**config.mk**
```make
export PLATFORM = sky130hd
export DESIGN_NAME = fetch_buffer
export DESIGN_NICKNAME = d
export VERILOG_FILES = /design/src/rtl/fetch_buffer.sv
export SDC_FILE = /design/constraint.sdc
export NUM_CORES = 1
export LEC_CHECK = 0
export BUFFER_PORTS_ARGS = -buffer_cell sky130_fd_sc_hd__buf_2
export CAP_MARGIN = 0
export CORE_MARGIN = 2
export CORE_UTILIZATION = 38
export DETAILED_ROUTE_END_ITERATION = 12
export PLACE_DENSITY = 0.59
export SYNTH_ARGS = -nofsm -noshare
export SYNTH_HDL_FRONTEND = slang
export SYNTH_SLANG_ARGS = --single-unit
```
**constraint.sdc**
```tcl
create_clock -name clk -period 12.4 [get_ports clk]
set_input_delay 2.48 -clock clk [delete_from_list [all_inputs] [get_ports clk]]
set_output_delay 2.48 -clock clk [all_outputs]
set_load 0.02 [all_outputs]
```
**src/rtl/fetch_buffer.sv**
```systemverilog
// In-order instruction fetch buffer between the PC stage and decode.
// Issues memory reads, collects responses with their PC, and squashes stale responses after a redirect.
module fetch_buffer #(
    parameter int XLEN  = 32,
    parameter int DEPTH = 4
) (
    input  logic            clk,
    input  logic            rst,
    input  logic [XLEN-1:0] pc_in,
    input  logic            pc_valid,
    output logic            pc_ready,
    input  logic            redirect,
    output logic            imem_req_valid,
    input  logic            imem_req_ready,
    output logic [XLEN-1:0] imem_req_addr,
    input  logic            imem_rsp_valid,
    input  logic [XLEN-1:0] imem_rsp_data,
    output logic            inst_valid,
    input  logic            inst_ready,
    output logic [XLEN-1:0] inst_out,
    output logic [XLEN-1:0] inst_pc,
    output logic            inst_misaligned
);

    localparam int PW = $clog2(DEPTH);
    localparam int CW = PW + 1;
    localparam logic [CW:0] DepthW = (CW+1)'(DEPTH);

    logic [XLEN-1:0] pc_q   [DEPTH];
    logic [XLEN-1:0] data_q [DEPTH];
    logic [DEPTH-1:0] valid_q, filled_q, mis_q;
    logic [PW-1:0] wrPtr_q, wrPtr_d, rdPtr_q, rdPtr_d;
    logic [CW-1:0] count_q, count_d, dropCnt_q, dropCnt_d;

    logic aligned, space, admit, alloc, pop, rspLive, dropping, fill, fillHit;
    logic [PW-1:0] fillIdx, scanIdx;
    logic [CW-1:0] unfilledCnt, inFlight;
    logic [DEPTH-1:0] pending;

    assign pending = valid_q & ~filled_q;

    // Responses return in request order, so they belong to the oldest entry still waiting for data.
    always_comb begin
        fillHit     = 1'b0;
        fillIdx     = '0;
        scanIdx     = '0;
        unfilledCnt = '0;
        for (int i = 0; i < DEPTH; i++) begin
            scanIdx = rdPtr_q + PW'(i);
            if (pending[scanIdx] && !fillHit) begin
                fillHit = 1'b1;
                fillIdx = scanIdx;
            end
            unfilledCnt = unfilledCnt + CW'(pending[i]);
        end
    end

    assign inFlight       = dropCnt_q + unfilledCnt;
    assign aligned        = (pc_in[1:0] == 2'b00);
    // Squashed requests still occupy memory slots, so they count against capacity.
    assign space          = ({1'b0, count_q} + {1'b0, dropCnt_q}) < DepthW;
    assign admit          = pc_valid & space & ~redirect & ~rst;
    assign imem_req_valid = admit & aligned;
    assign imem_req_addr  = pc_in;
    assign pc_ready       = aligned ? (imem_req_valid & imem_req_ready) : admit;
    assign alloc          = pc_ready;

    assign inst_valid      = valid_q[rdPtr_q] & filled_q[rdPtr_q];
    assign inst_out        = data_q[rdPtr_q];
    assign inst_pc         = pc_q[rdPtr_q];
    assign inst_misaligned = inst_valid & mis_q[rdPtr_q];

    assign pop      = inst_valid & inst_ready & ~redirect;
    assign rspLive  = imem_rsp_valid & ~redirect;
    assign dropping = rspLive & (dropCnt_q != '0);
    assign fill     = rspLive & (dropCnt_q == '0) & fillHit;

    always_comb begin
        wrPtr_d   = wrPtr_q;
        rdPtr_d   = rdPtr_q;
        count_d   = count_q;
        dropCnt_d = dropCnt_q;
        if (redirect) begin
            wrPtr_d   = '0;
            rdPtr_d   = '0;
            count_d   = '0;
            dropCnt_d = inFlight - CW'(imem_rsp_valid && (inFlight != '0));
        end else begin
            wrPtr_d   = wrPtr_q + PW'(alloc);
            rdPtr_d   = rdPtr_q + PW'(pop);
            count_d   = count_q + CW'(alloc) - CW'(pop);
            dropCnt_d = dropCnt_q - CW'(dropping);
        end
    end

    always_ff @(posedge clk or posedge rst) begin
        if (rst) begin
            wrPtr_q   <= '0;
            rdPtr_q   <= '0;
            count_q   <= '0;
            dropCnt_q <= '0;
            valid_q   <= '0;
            filled_q  <= '0;
            mis_q     <= '0;
            for (int i = 0; i < DEPTH; i++) begin
                pc_q[i]   <= '0;
                data_q[i] <= '0;
            end
        end else begin
            wrPtr_q   <= wrPtr_d;
            rdPtr_q   <= rdPtr_d;
            count_q   <= count_d;
            dropCnt_q <= dropCnt_d;
            if (redirect) begin
                valid_q  <= '0;
                filled_q <= '0;
                mis_q    <= '0;
            end else begin
                if (fill) begin
                    data_q[fillIdx]   <= imem_rsp_data;
                    filled_q[fillIdx] <= 1'b1;
                end
                if (pop) begin
                    valid_q[rdPtr_q] <= 1'b0;
                end
                // Misaligned fetches never reach memory and are complete the moment they are allocated.
                if (alloc) begin
                    pc_q[wrPtr_q]     <= pc_in;
                    data_q[wrPtr_q]   <= '0;
                    valid_q[wrPtr_q]  <= 1'b1;
                    filled_q[wrPtr_q] <= ~aligned;
                    mis_q[wrPtr_q]    <= ~aligned;
                end
            end
        end
    end

endmodule

```
==> results.md <==
* Leakage at 7.42 nW
* Total track usage at 19.6%
* 1st-pass router iterations at 5
* I/O pin cnt at 171
* Crit end category: primary output
* Clock Latency Late Sink at 520 ps
* Worst hold margin at 467 ps
* Area leader, netlist: dfrtp_1
* Port bufs at 170
* Max VDD drop at 0.108 mV
* Synthesized flop and latch total at 278
* Critical path class: input port to primary output
* Synth top cells by count: nand2_1, dfrtp_1, o21ai_0
* Dpl cells at 1772
* CTS Sinks at 278
* Final Instance Area at 15200 um^2
* Crit path max-delay cell type: and4_1
* Outcome: finished clean
* CP Cell Sequence: buf_2 -> nor4b_1 -> and4_1 -> buf_2
* Count leader, synth: nand2_1
* Relative slew slack at 34.8%
* TritonCTS Buffers at 34
* CTS root buffer: clkbuf_16
* Die Width at 191 um
* Fmax at 0.159 GHz
* Setup Fix Bufs, Post-CTS at 0
* Worst Path Max Fanout at 24
* Worst min-delay path class: register to register
* Worst R2R End: data_q[59]$_DFFE_PP0N_
* Slew Viols, Final at 0
* Fin crit share at 50.8%
* Async SR Flop Fraction at 100%
* Grt total ovfl at 0
* Vias in the first global route at 10000
* Final #Nets at 1442
* RR Startpoint: rdPtr_q[1]$_DFF_PP0_
* RSZ-0062 raised after global routing: false
* Core area at 34500 um^2
* Layout Skew at 23.4 ps
* Worst reg-to-reg setup slack at 7520 ps
* CTS tree: built
* First-pass GRT wire length at 56100 um
* Starting Density at 38.5%
* CP Launch Type: input port
* Setup TNS Final at 0 ps
* Vias per inst at 5.34
* Largest net degree at the start of global routing at 82
* Area grow syn2layout at 14.4%
* DRC viols at 0
* Syn_area_per_cell at 10.5 um^2
* Fin cells at 1826
* Netlist cell types at 54
* Most used flip-flop cell after synthesis: dfrtp_1
* Vias at 9751
* Worst setup path end: pc_ready
* Data required, critical path at 9920 ps
* Die ar. at 36400 um^2
* Ratio of cells with drive above 1 in the final layout at 25.3%
* Reg2reg path depth at 9
* Syn. warnings at 0
* Post-Synthesis Cells at 1257
* Initial antenna violation count at 1
* Sequential share of the synthesized area at 52.5%
* Post-cts sizing count at 0
* # hold bufs at CTS at 0
* Slew @ Worst Pin at 978 ps
* Post-synth EDFFs at 0
* Cell area after synthesis at 13300 um^2
* Arr. time, crit path at 3820 ps
* Syn Nets at 1346
* Yosys top cell area share at 52.5%
* Final Wtd Congestion at 0.734
* Area post-placement at 14200 um^2
* Clock transition at path regs at 50 ps
* Final hold vios at 0
* Hpwl dp at 19500 um
* Min Tclk post-route at 6300 ps
* DRT antenna net count at 0
* H-tree levels at 2
* Overall routed net length at 35100 um
* Area contributors post-synth: dfrtp_1, mux4_2, nand2_1
* Row cnt at 68
* CP peak stage delay at 440 ps
* Drt initial violations at 589
* Die height at 191 um
* Avg WL per Cell at 19.2 um
* Worst Setup SP: redirect
* Max_cap viols at 0
* P per Cell Area at 156 nW/um^2
* CTS max path bufs at 3
* Setup-failing EPs final at 0
* Most frequent CP cell: buf_2
stage by stage:
stage	setup slack (ps)	power [W]	utilization, %
floorplan	2250	0.00134	-
global placement	6110	0.00146	41.1
detailed placement	6090	0.00147	41.1
CTS	6090	0.00240	44.0
global route	5930	0.00249	44.0
finish	6100	0.00237	44.0
worst min-delay path by stage:
stage | cells after the start | slack [ps] | startpoint | end
global placement | 2 | 450 | pc_q[28]$_DFFE_PP0P_ | pc_q[28]$_DFFE_PP0P_
floorplan | 2 | 440 | pc_q[32]$_DFFE_PP0P_ | pc_q[32]$_DFFE_PP0P_
finish | 2 | 470 | pc_q[28]$_DFFE_PP0P_ | pc_q[28]$_DFFE_PP0P_
detailed placement | 2 | 460 | pc_q[28]$_DFFE_PP0P_ | pc_q[28]$_DFFE_PP0P_
global route | 2 | 490 | pc_q[55]$_DFFE_PP0P_ | pc_q[55]$_DFFE_PP0P_
CTS | 2 | 470 | pc_q[28]$_DFFE_PP0P_ | pc_q[28]$_DFFE_PP0P_
area by class of cell:
type / count / area, um^2
antenna: 2 / 5.00
clock buffer: 44 / 908
clock inverter: 8 / 83.8
fill: 3295 / 19300
inverter: 18 / 75.1
multi-input combinational: 834 / 5590
sequential: 278 / 6960
tap: 455 / 569
timing repair buffer: 187 / 978
critical path: cells and delay by family:
kind          cells  cell delay (ps)
buf+inv           2              470
simple gates      2              860
kinds of logic (layout without fill, tap and decap cells):
kind of cell | after synthesis | count (layout) | share of synthesized area [%]
and+or+nand+nor | 477 | 477 | 15.2
DFF | 278 | 278 | 52.5
AOI/OAI and AO/OA | 233 | 233 | 10.4
buffers and inverters | 145 | 257 | 5.60
muxes | 99 | 99 | 13.9
adders and majority gates | 18 | 18 | 1.93
xor gates and xnor gates | 7 | 7 | 0.462
other | 0 | 2 | 0
cell usage in the layout, fill, tap and decap left out, types with 3 or more instances in the layout:
cell type	count
nor3_1	3
clkinv_2	4
buf_2	170
o21ai_1	7
nand2b_1	3
a22o_1	32
nand3b_1	5
nand3_1	68
ha_1	14
nor2b_1	6
a21oi_1	73
o21a_1	4
nand2_1	356
o211ai_1	3
clkbuf_1	8
inv_1	17
xnor2_1	4
nor3b_1	3
o31a_1	3
xor2_1	3
buf_4	17
nor2_1	12
mux4_2	65
dfrtp_1	276
o21ai_0	99
mux2_2	30
fa_1	4
clkbuf_16	34
a21oi_2	3
sequential cells by signal, indices dropped and copies added, names as in the netlist:
signal	count
rdPtr_q	2
filled_q	4
count_q	3
mis_q	4
data_q	128
valid_q	4
pc_q	128
dropCnt_q	3
wrPtr_q	2
per-layer routing:
metal | wire, um | share of wire (%) | global-route usage [%] | vias up
met5 | 13 | 0.037 | 0 | -
met4 | 732 | 2.1 | 5.58 | 2
met3 | 2210 | 6.3 | 3.75 | 57
met2 | 16800 | 48 | 33.4 | 296
met1 | 15300 | 44 | 25.5 | 4906
li1 | - | - | - | 4490
power breakdown:
group	switching (W)	internal, W
Sequential	0.0000534	0.00100
Clock	0.000377	0.000535
Combinational	0.000235	0.000162
No activity file was read; power rests on OpenSTA's default activity.
